File: src/rtl/nibble_demux_assembler_if.sv
// Handshake bundle between a 4-bit nibble producer, the nibble demux assembler
// and an 8-bit byte consumer.
interface nibble_demux_assembler_if;
  logic [3:0] in_nib;
  logic       in_valid;
  logic       in_ready;
  logic       sel;
  logic [7:0] out_byte;
  logic       out_valid;
  logic       out_ready;
  logic       timeout_err;

  modport master (
    output in_nib,
    output in_valid,
    input  in_ready,
    input  sel,
    input  out_byte,
    input  out_valid,
    output out_ready,
    input  timeout_err
  );

  modport slave (
    input  in_nib,
    input  in_valid,
    output in_ready,
    output sel,
    output out_byte,
    output out_valid,
    input  out_ready,
    output timeout_err
  );
endinterface

File: src/rtl/nibble_demux_assembler.sv
// Assembles pairs of 4-bit nibbles into bytes (inverse of the 2:1 nibble mux).
// Optional half-byte timeout is enabled by defining NIBBLE_DEMUX_TIMEOUT_EN.
module nibble_demux_assembler #(
  parameter int LOW_FIRST = 1,
  parameter int TIMEOUT   = 15
) (
  input logic                          clk,
  input logic                          rst,
  nibble_demux_assembler_if.slave      bus
);

  typedef enum logic [1:0] {
    EMPTY = 2'd0,
    HALF  = 2'd1,
    FULL  = 2'd2
  } state_e;

  if (TIMEOUT < 1 || TIMEOUT > 255) begin : gBadTimeout
    $error("nibble_demux_assembler: TIMEOUT must be in 1..255");
  end

  state_e     state_q;
  state_e     state_d;
  logic [7:0] outByte_q;
  logic [7:0] outByte_d;
  logic       inXfer;
  logic       outXfer;
  logic       writeFirst;
  logic       writeSecond;

  assign bus.in_ready  = (state_q != FULL) | bus.out_ready;
  assign bus.sel       = (state_q == HALF);
  assign bus.out_valid = (state_q == FULL);
  assign bus.out_byte  = outByte_q;

  assign inXfer  = bus.in_valid & bus.in_ready;
  assign outXfer = bus.out_valid & bus.out_ready;

`ifdef NIBBLE_DEMUX_TIMEOUT_EN
  localparam logic [7:0] TmoLast = 8'(TIMEOUT - 1);

  logic [7:0] tmoCount_q;
  logic [7:0] tmoCount_d;
  logic       tmoErr_q;
  logic       tmoErr_d;

  assign bus.timeout_err = tmoErr_q;
`else
  assign bus.timeout_err = 1'b0;
`endif

  // Next-state logic; FULL with a simultaneous output and input transfer
  // restarts the next byte immediately so streaming has no bubble.
  always_comb begin
    state_d     = state_q;
    writeFirst  = 1'b0;
    writeSecond = 1'b0;
`ifdef NIBBLE_DEMUX_TIMEOUT_EN
    tmoCount_d  = 8'd0;
    tmoErr_d    = 1'b0;
`endif
    case (state_q)
      EMPTY: begin
        if (inXfer) begin
          writeFirst = 1'b1;
          state_d    = HALF;
        end
      end
      HALF: begin
        if (inXfer) begin
          writeSecond = 1'b1;
          state_d     = FULL;
        end
`ifdef NIBBLE_DEMUX_TIMEOUT_EN
        else if (tmoCount_q == TmoLast) begin
          state_d  = EMPTY;
          tmoErr_d = 1'b1;
        end else begin
          tmoCount_d = tmoCount_q + 8'd1;
        end
`endif
      end
      FULL: begin
        if (outXfer) begin
          if (inXfer) begin
            writeFirst = 1'b1;
            state_d    = HALF;
          end else begin
            state_d = EMPTY;
          end
        end
      end
      default: state_d = EMPTY;
    endcase
  end

  // Steer the accepted nibble into its half; the other half is left untouched.
  always_comb begin
    outByte_d = outByte_q;
    if (writeFirst) begin
      if (LOW_FIRST != 0) outByte_d[3:0] = bus.in_nib;
      else                outByte_d[7:4] = bus.in_nib;
    end else if (writeSecond) begin
      if (LOW_FIRST != 0) outByte_d[7:4] = bus.in_nib;
      else                outByte_d[3:0] = bus.in_nib;
    end
  end

  always_ff @(posedge clk) begin
    if (rst) begin
      state_q   <= EMPTY;
      outByte_q <= 8'h00;
    end else begin
      state_q   <= state_d;
      outByte_q <= outByte_d;
    end
  end

`ifdef NIBBLE_DEMUX_TIMEOUT_EN
  always_ff @(posedge clk) begin
    if (rst) begin
      tmoCount_q <= 8'd0;
      tmoErr_q   <= 1'b0;
    end else begin
      tmoCount_q <= tmoCount_d;
      tmoErr_q   <= tmoErr_d;
    end
  end
`endif

  // A presented byte must not change until the consumer takes it.
  assert property (@(posedge clk) disable iff (rst)
    (bus.out_valid && !bus.out_ready) |=> $stable(bus.out_byte));

endmodule

File: src/flat_wrapper.sv
// flat-port wrapper written by rule: the top's interface ports become plain ports
module nibble_demux_assembler_flat 
#(
  parameter int LOW_FIRST = 1,
  parameter int TIMEOUT   = 15
)
  (clk, rst, bus_in_nib, bus_in_valid, bus_in_ready, bus_sel, bus_out_byte, bus_out_valid, bus_out_ready, bus_timeout_err);
  nibble_demux_assembler_if bus_i ();
  input logic clk;
  input logic rst;
  input wire logic [$bits(bus_i.in_nib)-1:0] bus_in_nib;
  input wire logic [$bits(bus_i.in_valid)-1:0] bus_in_valid;
  output wire logic [$bits(bus_i.in_ready)-1:0] bus_in_ready;
  output wire logic [$bits(bus_i.sel)-1:0] bus_sel;
  output wire logic [$bits(bus_i.out_byte)-1:0] bus_out_byte;
  output wire logic [$bits(bus_i.out_valid)-1:0] bus_out_valid;
  input wire logic [$bits(bus_i.out_ready)-1:0] bus_out_ready;
  output wire logic [$bits(bus_i.timeout_err)-1:0] bus_timeout_err;
  assign bus_i.in_nib = bus_in_nib;
  assign bus_i.in_valid = bus_in_valid;
  assign bus_in_ready = bus_i.in_ready;
  assign bus_sel = bus_i.sel;
  assign bus_out_byte = bus_i.out_byte;
  assign bus_out_valid = bus_i.out_valid;
  assign bus_i.out_ready = bus_out_ready;
  assign bus_timeout_err = bus_i.timeout_err;
  nibble_demux_assembler #(.LOW_FIRST(LOW_FIRST), .TIMEOUT(TIMEOUT)) u_core (.clk(clk), .rst(rst), .bus(bus_i));
endmodule
File: config.mk
export PLATFORM = sky130hd
export DESIGN_NAME = nibble_demux_assembler_flat
export DESIGN_NICKNAME = d
export VERILOG_FILES = /design/src/rtl/nibble_demux_assembler_if.sv /design/src/rtl/nibble_demux_assembler.sv /design/src/flat_wrapper.sv
export SDC_FILE = /design/constraint.sdc
export NUM_CORES = 1
export LEC_CHECK = 0
export ABC_AREA = 1
export ABC_CLOCK_PERIOD_IN_PS = 1700
export BUFFER_PORTS_ARGS = -buffer_cell sky130_fd_sc_hd__buf_2
export CAP_MARGIN = 30
export CORE_AREA = 2 2 39 41
export CTS_BUF_LIST = sky130_fd_sc_hd__clkbuf_8
export CTS_CLUSTER_SIZE = 16
export DETAILED_ROUTE_END_ITERATION = 8
export DIE_AREA = 0 0 41 43
export GPL_ROUTABILITY_DRIVEN = 0
export GPL_TIMING_DRIVEN = 0
export PLACE_DENSITY_LB_ADDON = 0.12
export SLEW_MARGIN = 20
export SYNTH_ARGS = -nofsm -noshare
export SYNTH_HDL_FRONTEND = slang
export SYNTH_SLANG_ARGS = --single-unit
File: constraint.sdc
create_clock -name clk -period 1.7 [get_ports clk]
set_clock_uncertainty 0.2 [all_clocks]
set_input_delay 0.17 -clock clk [delete_from_list [all_inputs] [get_ports clk]]
set_output_delay 0.17 -clock clk [all_outputs]
set_load 0.01 [all_outputs]
Word level (Yosys, flattened, before mapping)
Index checks and enable logic that the tools add are counted.
{"block": "word_totals", "reg_bits": 10, "word_cells": 26}
{"block": "op_classes", "reduce_logical": 3, "n_bitwise": 4, "mux": 10, "n_eq_ne": 6}
{"operator": "$mux W2", "n": 3}
{"operator": "$pmux W2 S3", "n": 1}
{"operator": "$mux W1", "n": 4}
{"operator": "$mux W4", "n": 1}
{"operator": "$ne A2 B1 Y1 const B", "n": 2}
{"operator": "$ne A2 B2 Y1 const B", "n": 2}
{"operator": "$reduce_and A3 Y1", "n": 1}
{"operator": "$and A1 B1 Y1", "n": 2}
{"operator": "$eq A2 B1 Y1 const B", "n": 1}
{"operator": "$eq A2 B2 Y1 const B", "n": 1}
{"operator": "$logic_not A2 Y1", "n": 1}
{"operator": "$pmux W1 S2", "n": 1}
{"operator": "$reduce_and A2 Y1", "n": 1}
{"operator": "$not A1 Y1", "n": 1}
{"operator": "$or A1 B1 Y1", "n": 1}

Longest topological paths before layout
{"block": "logic_depth", "depth_word": 8, "depth_mapped": 5}

Worst setup path after synthesis
OpenSTA, ideal clock, no wires.
{"block": "synth_path", "kind": "flip-flop to flip-flop", "startpoint": "register u_core.state_q[1]", "endpoint": "register u_core.state_q[1]", "path_stages_with_launch": 5, "arrival_time_ns": 0.857, "setup_time_ns": 0.070, "path_slack_ns": 0.573, "t_required_ns": 1.430, "n_path_buf": 0, "synth_period_minus_slack_ns": 1.127, "cell_sequence": "dfxtp_1 > inv_1 > nor2_1 > nand2_1 > a21oi_1"}
{"block": "synth_between", "word_cells_on_any_way": 12}
{"element": "from (decl)", "line_no": "nibble_demux_assembler.sv:22", "source": "state_e state_q;"}
{"element": "from (signal assigned)", "line_no": "nibble_demux_assembler.sv:114", "source": "state_q <= state_d;"}
{"element": "$eq A2 B2 Y1 *", "line_no": "nibble_demux_assembler.sv:33", "source": "assign bus.out_valid = (state_q == FULL);"}
{"element": "named net bus_out_valid", "line_no": "flat_wrapper.sv:16", "source": "output wire logic [$bits(bus_i.out_valid)-1:0] bus_out_valid;"}
{"element": "$and A1 B1 Y1", "line_no": "nibble_demux_assembler.sv:37", "source": "assign outXfer = bus.out_valid & bus.out_ready;"}
{"element": "$ne A2 B2 Y1 (no line)"}
{"element": "$reduce_and A3 Y1 (no line)"}
Mark *: on every way through the listed nets, which the timed path passes. The rest lies on a longest branch.
A chain may end at the register's enable or synchronous reset.

Final worst setup path
{"block": "layout_path", "startpoint": "register u_core.state_q[1]", "endpoint": "output port bus_in_ready"}
{"block": "layout_between", "elab_chain_cells": 2}
{"element": "$ne A2 B2 Y1", "line_no": "nibble_demux_assembler.sv:31", "source": "assign bus.in_ready = (state_q != FULL) | bus.out_ready;"}
{"element": "$or A1 B1 Y1", "line_no": "nibble_demux_assembler.sv:31"}
{"element": "to (decl)", "line_no": "flat_wrapper.sv:13", "source": "output wire logic [$bits(bus_i.in_ready)-1:0] bus_in_ready;"}
No other way between the ends.

==> impl_metrics.tcl <==
set metrics [dict create \
    status "completed" \
    synth.distinct_cells 10 \
    dpl_cell_area_um2 549 \
    ys_seq_area_share_pct 45.6 \
    synthTopCellsByArea "dfxtp_1, nand2_1, nor2_1, inv_1, a21oi_1" \
    hp-class "input pin to flip-flop" \
    cts.path.max_buffers 2 \
    clk_pin_slew_ps 50 \
    p_comb_share_pct 16.0 \
    grt_pass1_wl_mm 1.41 \
    critPathKind "flip-flop to output pin" \
    synth_area_um2 439 \
    synthMostInstantiatedCell "nand2_1" \
    cpPeakStageDelay_ps 350 \
    post_drt_wl_per_cell_um 8.44 \
    cts_tree "built" \
    cts_max_level 1 \
    initial_utilization_pct 31.7 \
    finalSetupViolations 0 \
    rsz0062_at_grt "false" \
    clk_latency_ps 230 \
    dpl.hpwl_um 642 \
    setup.worst_path.end_class "output pin" \
    synth_ff_type "dfxtp_1" \
    syn_nets 75 \
    drt_iter0_drc 1 \
    postRouteAntennaNets 0 \
    grt_util_met1_pct 14.9 \
    grt-ovfl-total 0 \
    post-place-ws_ps 514 \
    nets 103 \
    vias 459 \
    ir_drop_uv 500 \
    internal_power_uw 451 \
    total_power_uw 597 \
    synthArstFlopShare_pct 0 \
    cts_buffers 3 \
    switchingPower_uw 146 \
    post-route-min-period_ps 1350 \
    drc 0 \
    clkPwrFrac_pct 40.2 \
    holdWs_ps 33.3 \
    synth_top_cell_area_share_pct 45.6 \
    grt_util_met2_pct 17.2 \
    cp_slowest_cell "dfxtp_1" \
    core_area_mm2 0.00138 \
    num_rows 14 \
    seqPwrFrac_pct 43.8 \
    report.final.slew_viol_count 0 \
    clock.fmax_ghz 0.739 \
    timing.final.crit_share_pct 79.6 \
    yosys-top-cells-count "nand2_1, nor2_1, inv_1" \
    grt_max_degree 10 \
    first_pass_iters 3 \
    port_buffers 18 \
    viasPerCell 4.21 \
    layout-drive-gt1-share_pct 25.8 \
    maxCapViolCount 0 \
    synth.avg_cell_area_um2 6.55 \
    fp.dieW_um 41 \
    antenna_found_initial 0 \
    report.final.hold_viol_count 0 \
    diodes 0 \
    routed_wl_um 920 \
    stdcell_area_um2 641 \
    die-area_mm2 0.00176 \
    syn_inst 67 \
    arrival_ps 980 \
    leakagePower_nw 0.365 \
    cp_max_fo 3 \
    area_delta_synth_final_pct 45.9 \
    ios 20 \
    critPathBufInv 2 \
    cpLargestDelayFamily "flip-flops" \
    synth.ff_latch_count 10 \
    use_met3_pct 2.09 \
    synth_edf_count 0 \
    crit_chain "inv_1 > nor2_1 > nand2_1 > buf_2" \
    fin_ws_ps 347 \
    cts.sinks 10 \
    yosys_warnings 0 \
    busiest_layer "met2" \
    root_buffer "clkbuf_8" \
    startpoint_type "flip-flop" \
    grt_pass1_vias 377 \
    fin_tns_setup_ps 0 \
    grtUsageTotal_pct 12.0 \
    p_sw_share_pct 24.4 \
    yosys.area.top_type "dfxtp_1" \
    cp.required_ps 1330 \
    die_height_um 43 \
    power.density_mw_per_mm2 931 \
]
## cell usage in the layout (no fill, tap or decap)
master / instances
buf_4: 1
dfxtp_1: 10
clkbuf_8: 3
nand2_1: 16
inv_1: 13
conb_1: 1
nand3_1: 4
nor2_1: 14
a21oi_1: 6
nand3_2: 1
dlygate4sd3_1: 5
buf_2: 18
nor2_2: 1
## what timing repair did
item | in CTS | in global routing
buffers inserted | 0 | 0
hold endpoints to repair | 6 | 0
hold buffers | 5 | 0
resized for setup | 0 | 0
## final timing paths
check	start	endpoint	slack (ps)	depth (start not counted)
worst min-delay path	bus_out_ready	u_core.state_q[1]$_SDFFE_PP0P_	30	4
worst max-delay path	u_core.state_q[1]$_SDFFE_PP0P_	bus_in_ready	350	4
worst min register to register	u_core.bus.out_byte[2]$_SDFFE_PP0P_	u_core.bus.out_byte[2]$_SDFFE_PP0P_	270	2
worst max register to register	u_core.state_q[0]$_SDFFE_PP0P_	u_core.bus.out_byte[0]$_SDFFE_PP0P_	520	4
## layer usage
| metal | vias to the layer above | part of all wire (%) |
|---|---|---|
| li1 | 252 | - |
| met2 | 13 | 45 |
| met4 | 0 | 1.4 |
| met3 | 2 | 7.0 |
| met1 | 192 | 46 |
| met5 | - | 0 |
## sequential cells by signal (all words and copies together) (netlist names)
| name | flops |
|---|---|
| u_core.state_q | 2 |
| u_core.bus.out_byte | 8 |
## layout make-up
type | count | area (um2)
buffer | 1 | 7.51
sequential | 10 | 200
timing repair buffer | 23 | 140
multi-input combinational | 43 | 183
inverter | 13 | 48.8
tap | 16 | 20.0
fill | 159 | 743
clock buffer | 3 | 41.3
## kinds of logic after synthesis
| family | count (synthesis) | share of synthesized area, % |
|---|---|---|
| AO/OA/AOI/OAI | 6 | 6.84 |
| buffers and inverters | 14 | 12.8 |
| flip-flops | 10 | 45.6 |
| other | 1 | 0.854 |
| AND/OR/NAND/NOR | 36 | 33.9 |
## power by group through the flow
stage,Clock (mW),Combinational [mW],Sequential [mW]
after global routing,0.263,0.108,0.264
final,0.240,0.0954,0.261
after detailed placement,0,0.0875,0.266
after CTS,0.248,0.0966,0.262
after floorplan,0,0.0467,0.273
after global placement,0,0.0875,0.265
## worst register-to-register path, cell delays in order (launching register included)
cell,delay (ps)
dfxtp_1,340
nor2_2,300
nand3_1,120
nand2_1,80
nor2_1,40
## stage by stage
| step | util (%) | cells |
|---|---|---|
| 2_1_floorplan | - | 67 |
| 3_3_place_gp | 39.7 | 101 |
| 3_5_place_dp | 39.7 | 101 |
| 4_1_cts | 46.3 | 109 |
| 5_1_grt | 46.3 | 109 |
| 6_report | 46.3 | 109 |
(Power assumes the default switching activity.)
